**src/rtl/ysyx_25020037_icache_sa.sv**
```systemverilog
// Set-associative instruction cache between IFU fetch and the memory bridge.
// Multi-word lines, in-order burst refill, fence_i flush, hit/miss counters.
module ysyx_25020037_icache_sa #(
  parameter int ADDR_WIDTH = 32,
  parameter int DATA_WIDTH = 32,
  parameter int SETS       = 8,
  parameter int WAYS       = 2,
  parameter int LINE_WORDS = 4,
  parameter int CNT_WIDTH  = 32
) (
  input  logic                  clk,
  input  logic                  rst,
  input  logic                  cpu_req,
  input  logic [ADDR_WIDTH-1:0] cpu_addr,
  output logic [DATA_WIDTH-1:0] cpu_data,
  output logic                  cpu_ready,
  output logic                  cpu_hit,
  input  logic                  fence_i,
  output logic                  mem_req,
  output logic [ADDR_WIDTH-1:0] mem_addr,
  input  logic                  mem_valid,
  input  logic [DATA_WIDTH-1:0] mem_data,
  output logic [CNT_WIDTH-1:0]  hit_cnt,
  output logic [CNT_WIDTH-1:0]  miss_cnt
);

  localparam int OFF_W = $clog2(LINE_WORDS);
  localparam int IDX_W = $clog2(SETS);
  localparam int WAY_W = (WAYS > 1) ? $clog2(WAYS) : 1;
  localparam int TAG_W = ADDR_WIDTH - IDX_W - OFF_W - 2;
  localparam logic [OFF_W-1:0] LAST = OFF_W'(LINE_WORDS - 1);
  localparam logic [WAY_W-1:0] WMAX = WAY_W'(WAYS - 1);

  typedef enum logic [2:0] {
    IDLE, LOOKUP, REFILL, RESP, FLUSH
  } state_t;

  state_t state_q, state_d;

  logic [TAG_W-1:0] tag_q;
  logic [IDX_W-1:0] idx_q;
  logic [OFF_W-1:0] off_q;
  logic [OFF_W-1:0] beat_q;
  logic [WAY_W-1:0] vic_q;
  logic             by_ptr_q;
  logic             fence_pend_q;

  logic [TAG_W-1:0]      tag_arr  [WAYS][SETS];
  logic [DATA_WIDTH-1:0] data_arr [WAYS][SETS][LINE_WORDS];
  logic [SETS-1:0]       valid_q  [WAYS];
  logic [WAY_W-1:0]      ptr_q    [SETS];

  logic             hit;
  logic [WAY_W-1:0] hit_way;
  logic             inv_found;
  logic [WAY_W-1:0] inv_way;

  logic unused_addr;
  assign unused_addr = ^cpu_addr[1:0];

  // tag match and lowest-index invalid way of the latched set
  always_comb begin
    hit       = 1'b0;
    hit_way   = '0;
    inv_found = 1'b0;
    inv_way   = '0;
    for (int w = WAYS - 1; w >= 0; w--) begin
      if (valid_q[w][idx_q] &&
          tag_arr[w][idx_q] == tag_q) begin
        hit     = 1'b1;
        hit_way = WAY_W'(w);
      end
      if (!valid_q[w][idx_q]) begin
        inv_found = 1'b1;
        inv_way   = WAY_W'(w);
      end
    end
  end

  // next-state logic; pending fence wins over a new request
  always_comb begin
    state_d = state_q;
    unique case (state_q)
      IDLE: begin
        if (fence_i || fence_pend_q)
          state_d = FLUSH;
        else if (cpu_req)
          state_d = LOOKUP;
      end
      LOOKUP:  state_d = hit ? IDLE : REFILL;
      REFILL: begin
        if (mem_valid && beat_q == LAST)
          state_d = RESP;
      end
      RESP:    state_d = IDLE;
      FLUSH:   state_d = IDLE;
      default: state_d = IDLE;
    endcase
  end

  // state register
  always_ff @(posedge clk) begin
    if (!rst) state_q <= IDLE;
    else      state_q <= state_d;
  end

  // control, response, counters, valid and victim pointers
  always_ff @(posedge clk) begin
    if (!rst) begin
      cpu_data     <= '0;
      cpu_ready    <= 1'b0;
      cpu_hit      <= 1'b0;
      mem_req      <= 1'b0;
      mem_addr     <= '0;
      hit_cnt      <= '0;
      miss_cnt     <= '0;
      tag_q        <= '0;
      idx_q        <= '0;
      off_q        <= '0;
      beat_q       <= '0;
      vic_q        <= '0;
      by_ptr_q     <= 1'b0;
      fence_pend_q <= 1'b0;
      for (int w = 0; w < WAYS; w++)
        valid_q[w] <= '0;
      for (int s = 0; s < SETS; s++)
        ptr_q[s] <= '0;
    end else begin
      cpu_data  <= '0;
      cpu_ready <= 1'b0;
      cpu_hit   <= 1'b0;
      if (fence_i && state_q != IDLE)
        fence_pend_q <= 1'b1;
      unique case (state_q)
        IDLE: begin
          if (fence_i || fence_pend_q) begin
            fence_pend_q <= 1'b0;
          end else if (cpu_req) begin
            tag_q <= cpu_addr[ADDR_WIDTH-1 -: TAG_W];
            idx_q <= cpu_addr[OFF_W+2 +: IDX_W];
            off_q <= cpu_addr[2 +: OFF_W];
          end
        end
        LOOKUP: begin
          if (hit) begin
            cpu_data  <= data_arr[hit_way][idx_q][off_q];
            cpu_ready <= 1'b1;
            cpu_hit   <= 1'b1;
            hit_cnt   <= hit_cnt + CNT_WIDTH'(1);
          end else begin
            miss_cnt <= miss_cnt + CNT_WIDTH'(1);
            mem_req  <= 1'b1;
            mem_addr <= {tag_q, idx_q, {(OFF_W+2){1'b0}}};
            vic_q    <= inv_found ? inv_way : ptr_q[idx_q];
            by_ptr_q <= !inv_found;
            beat_q   <= '0;
          end
        end
        REFILL: begin
          if (mem_valid) begin
            beat_q <= beat_q + OFF_W'(1);
            if (beat_q == LAST) begin
              mem_req <= 1'b0;
              valid_q[vic_q][idx_q] <= 1'b1;
              if (by_ptr_q)
                ptr_q[idx_q] <= (ptr_q[idx_q] == WMAX) ?
                  '0 : ptr_q[idx_q] + WAY_W'(1);
            end
          end
        end
        RESP: begin
          cpu_data  <= data_arr[vic_q][idx_q][off_q];
          cpu_ready <= 1'b1;
        end
        FLUSH: begin
          for (int w = 0; w < WAYS; w++)
            valid_q[w] <= '0;
        end
        default: ;
      endcase
    end
  end

  // line storage: beats land in order, tag written with the last beat
  always_ff @(posedge clk) begin
    if (rst && state_q == REFILL && mem_valid) begin
      data_arr[vic_q][idx_q][beat_q] <= mem_data;
      if (beat_q == LAST)
        tag_arr[vic_q][idx_q] <= tag_q;
    end
  end

endmodule
```
**config.mk**
```make
export PLATFORM = sky130hd
export DESIGN_NAME = ysyx_25020037_icache_sa
export DESIGN_NICKNAME = d
export VERILOG_FILES = /design/src/rtl/ysyx_25020037_icache_sa.sv
export SDC_FILE = /design/constraint.sdc
export NUM_CORES = 2
export LEC_CHECK = 0
export CAP_MARGIN = 20
export CORE_MARGIN = 5
export CORE_UTILIZATION = 41
export DETAILED_ROUTE_END_ITERATION = 10
export PLACE_DENSITY = 0.64
export SYNTH_ARGS = -nofsm -noshare
export SYNTH_HDL_FRONTEND = slang
export SYNTH_SLANG_ARGS = --single-unit
```
**constraint.sdc**
```tcl
create_clock -name clk -period 7.3 [get_ports clk]
set_input_delay 2.19 -clock clk [delete_from_list [all_inputs] [get_ports clk]]
set_output_delay 2.19 -clock clk [all_outputs]
set_load 0.01 [all_outputs]
```
==> results.json <==
{
  "status": "finished, final reports clean",
  "crit_path_end_kind": "register",
  "cp.required_ns": 8.11,
  "grt_pass1_wl_mm": 613,
  "path_cells": "buf_4, buf_4, nor2_4, buf_4, a221oi_1, o211ai_1, xor2_1, nor3_1, nand4_1, buf_4, nor2_4, buf_12, buf_4, nand2_1, nand3_1, nand3_1, nor3_1, o22a_1",
  "antenna_found_initial": 31,
  "die_h_um": 547,
  "syn_avg_cell_area_um2": 14.8,
  "drive_above_1_share_pct": 18.5,
  "rows": 197,
  "max_freq_mhz": 154,
  "yosys.area.top_type": "edfxtp_1",
  "ios": 200,
  "hold_path_class": "reg -> reg",
  "fill_cells": 24200,
  "hpwl_mm": 251,
  "final_area_um2": 137000,
  "chipWidth_um": 547,
  "maxSlewHeadroom_pct": 22.2,
  "final_common_cell": "edfxtp_1",
  "rsz0062_at_grt": "no",
  "port_buffers": 193,
  "dr.pass1.iters": 9,
  "cap_violations": 0,
  "dieArea_um2": 300000,
  "netlist_area_um2": 118000,
  "ir_worst_vdd_mv": 0.193,
  "setup_viol": 0,
  "area_growth_pct": 15.6,
  "post-route-drc-count": 0,
  "place_area_um2": 127000,
  "cpPeakStageDelay_ns": 0.71,
  "cts_resized": 0,
  "synth_cells": 8003,
  "clk_latency_ns": 0.92,
  "ant_nets": 0,
  "ys_warn_count": 0,
  "fin_cells": 12300,
  "period_needed_ns": 6.49,
  "grt_use_total_pct": 28.6,
  "cts.clk_slew.worst_paths_ns": 0.06,
  "cp_max_fo": 42,
  "cts_setup_buffers": 0,
  "crit_top_cell": "buf_4",
  "nNetsFinal": 8336,
  "htreeDepth": 5,
  "seq_area_frac_synth_pct": 65.4,
  "reg2reg_from": "idx_q[1]",
  "drt_iter0_markers": 13700,
  "drt-vias-per-instance": 6.70,
  "fin_setup_tns_ns": 0,
  "rr_worst_depth": 18,
  "cts_root_buf": "clkbuf_16",
  "wirelength_mm": 444,
  "ys_ff_latch": 2641,
  "core_um2": 288000,
  "finalHoldViolCount": 0,
  "finClkSkew_ns": 0.0560,
  "crit_type": "reg -> reg",
  "gp_congestion": 0.887,
  "grt_pass1_vias": 79600,
  "ctsHoldBuffers": 0,
  "synth.area.top_cells": "edfxtp_1 (62%), mux4_2 (9.8%), mux2i_1 (6.4%), nand2_1 (3.7%), dfxtp_1 (3.3%)",
  "grt_remaining_overflow": 0,
  "grt_max_degree": 113,
  "post_drt_wl_per_cell_um": 36.1,
  "power.density_nw_per_um2": 248,
  "yosysTopAreaCellShare_pct": 62.1,
  "critPathTopFamily": "simple AND/OR/NAND/NOR gates",
  "min_delay_path_depth": 1,
  "ys.flop_type": "edfxtp_1",
  "post-route-period-util_pct": 88.8,
  "power_leakage_uw": 0.0419,
  "cts_buffers": 291,
  "synth_edf_count": 2448,
  "worstPathArrival_ns": 7.30,
  "numClockSinks": 2641,
  "initial_utilization_pct": 41.2,
  "critPathBufInv": 6,
  "rrSetupSlack_ns": 0.81,
  "synth_cell_types": 89,
  "cts_buffer_depth": 4,
  "slowest_stage": "dfxtp_4",
  "tightest_slew_ns": 1.16,
  "report.final.slew_viol_count": 0,
  "placedCellCount": 11700,
  "min_from": "valid_q[1][4]",
  "hold_end": "valid_q[1][4]",
  "ys_async_sr_fraction_pct": 0,
  "final_cell_mix": "edfxtp_1 (2448), nand2_1 (1149), mux2i_1 (762), mux4_2 (513), nand3_1 (401)",
  "regToRegEndpoint": "cpu_data[9]",
  "via_count": 82400,
  "tritoncts": "done",
  "crit_path_start_kind": "register"
}
-- routing by layer --
layer  up-vias  global-route usage, %  wire (um)
met3      1666                   8.12      62200
met4        10                   16.9      31700
met2      6856                   42.9     195000
met1     41600                   37.2     156000
li1      32300                      -          -
met5         -                  0.253        129
-- Yosys cell counts, types with 19 or more instances --
library cell	instances
o22a_1	19
nand3_1	402
a221oi_1	51
o2111ai_1	24
a31oi_1	72
o211ai_1	24
clkbuf_1	322
nor2_1	299
nand2_1	1160
nand4_1	74
mux2_2	88
dfxtp_1	193
edfxtp_1	2448
o221ai_1	34
buf_1	102
xnor2_1	43
nor4_1	50
xor2_1	36
a32oi_1	54
a22oi_1	131
o22ai_1	226
or3_1	19
mux4_2	513
inv_1	23
buf_2	107
a21oi_1	147
o21ai_0	119
mux2i_1	762
nor3_1	62
buf_4	45
and3_1	32
-- per-stage QoR --
stage | utilization, % | hold slack, ns | setup WS, ns | total power [uW]
after detailed placement | 44.1 | 0.439 | 1.11 | 19000
final | 47.6 | 0.450 | 0.815 | 33900
after floorplan | - | 0.419 | 2.50 | 18000
after CTS | 47.5 | 0.452 | 1.05 | 34000
after global placement | 44.1 | 0.427 | 1.13 | 19000
after global routing | 47.6 | 0.469 | 0.719 | 34700
-- power by group --
part / switching [uW] / internal [uW]
Combinational: 1490 / 632
Clock: 6250 / 8920
Sequential: 86.2 / 16600
-- how the worst max path moves through the flow --
| stage | start | end | slack [ns] | cells past startpoint |
|---|---|---|---|---|
| 2_1_floorplan | mem_valid | data_arr[0][384] | 2.50 | 5 |
| 3_3_place_gp | idx_q[0] | cpu_data[18] | 1.13 | 17 |
| 3_5_place_dp | idx_q[1] | cpu_data[18] | 1.11 | 19 |
| 4_1_cts | idx_q[1] | cpu_data[18] | 1.05 | 19 |
| 5_1_grt | idx_q[1] | cpu_data[18] | 0.72 | 19 |
| 6_report | idx_q[1] | cpu_data[9] | 0.81 | 18 |
-- cells by family after synthesis --
kind of cell               after synthesis  share of synthesized area (%)
AOI/OAI and AO/OA                     1102                           6.50
other                                    1                        0.00317
adders and majority gates                6                         0.0634
muxes                                 1366                           17.1
buffers and inverters                  615                           2.29
DFF                                   2641                           65.4
xor gates and xnor gates                79                          0.585
and+or+nand+nor                       2193                           8.12
-- area by class of cell --
cell class                      instances  area, um2  area share [%]
Sequential cell                      2641      77400            56.6
Multi-Input combinational cell       4750      39100            28.6
Clock buffer                          382       8010            5.85
Timing Repair Buffer                  552       5650            4.13
Tap cell                             3781       4730            3.46
Clock inverter                        147       1740            1.27
Inverter                               25        108          0.0786
Antenna cell                           22       55.1          0.0402
-- sequential cells by signal, indices dropped and copies added (netlist names), 8 cells and up, named ones only --
| signal | flops |
|---|---|
| tag_q | 25 |
| valid_q | 16 |
| ptr_q | 8 |
| hit_cnt | 32 |
| cpu_data | 32 |
| miss_cnt | 32 |
| tag_arr | 400 |
| mem_addr | 28 |
| data_arr | 2048 |
-- worst reg2reg max path: cells and delay by family, from the launching register on --
kind | cells | cell delay, ns
AND/OR/NAND/NOR | 8 | 2.42
buffers and inverters | 6 | 2.27
AO/OA/AOI/OAI | 3 | 0.83
flip-flops | 1 | 0.71
XOR/XNOR | 1 | 0.16
(Power assumes the default switching activity.)
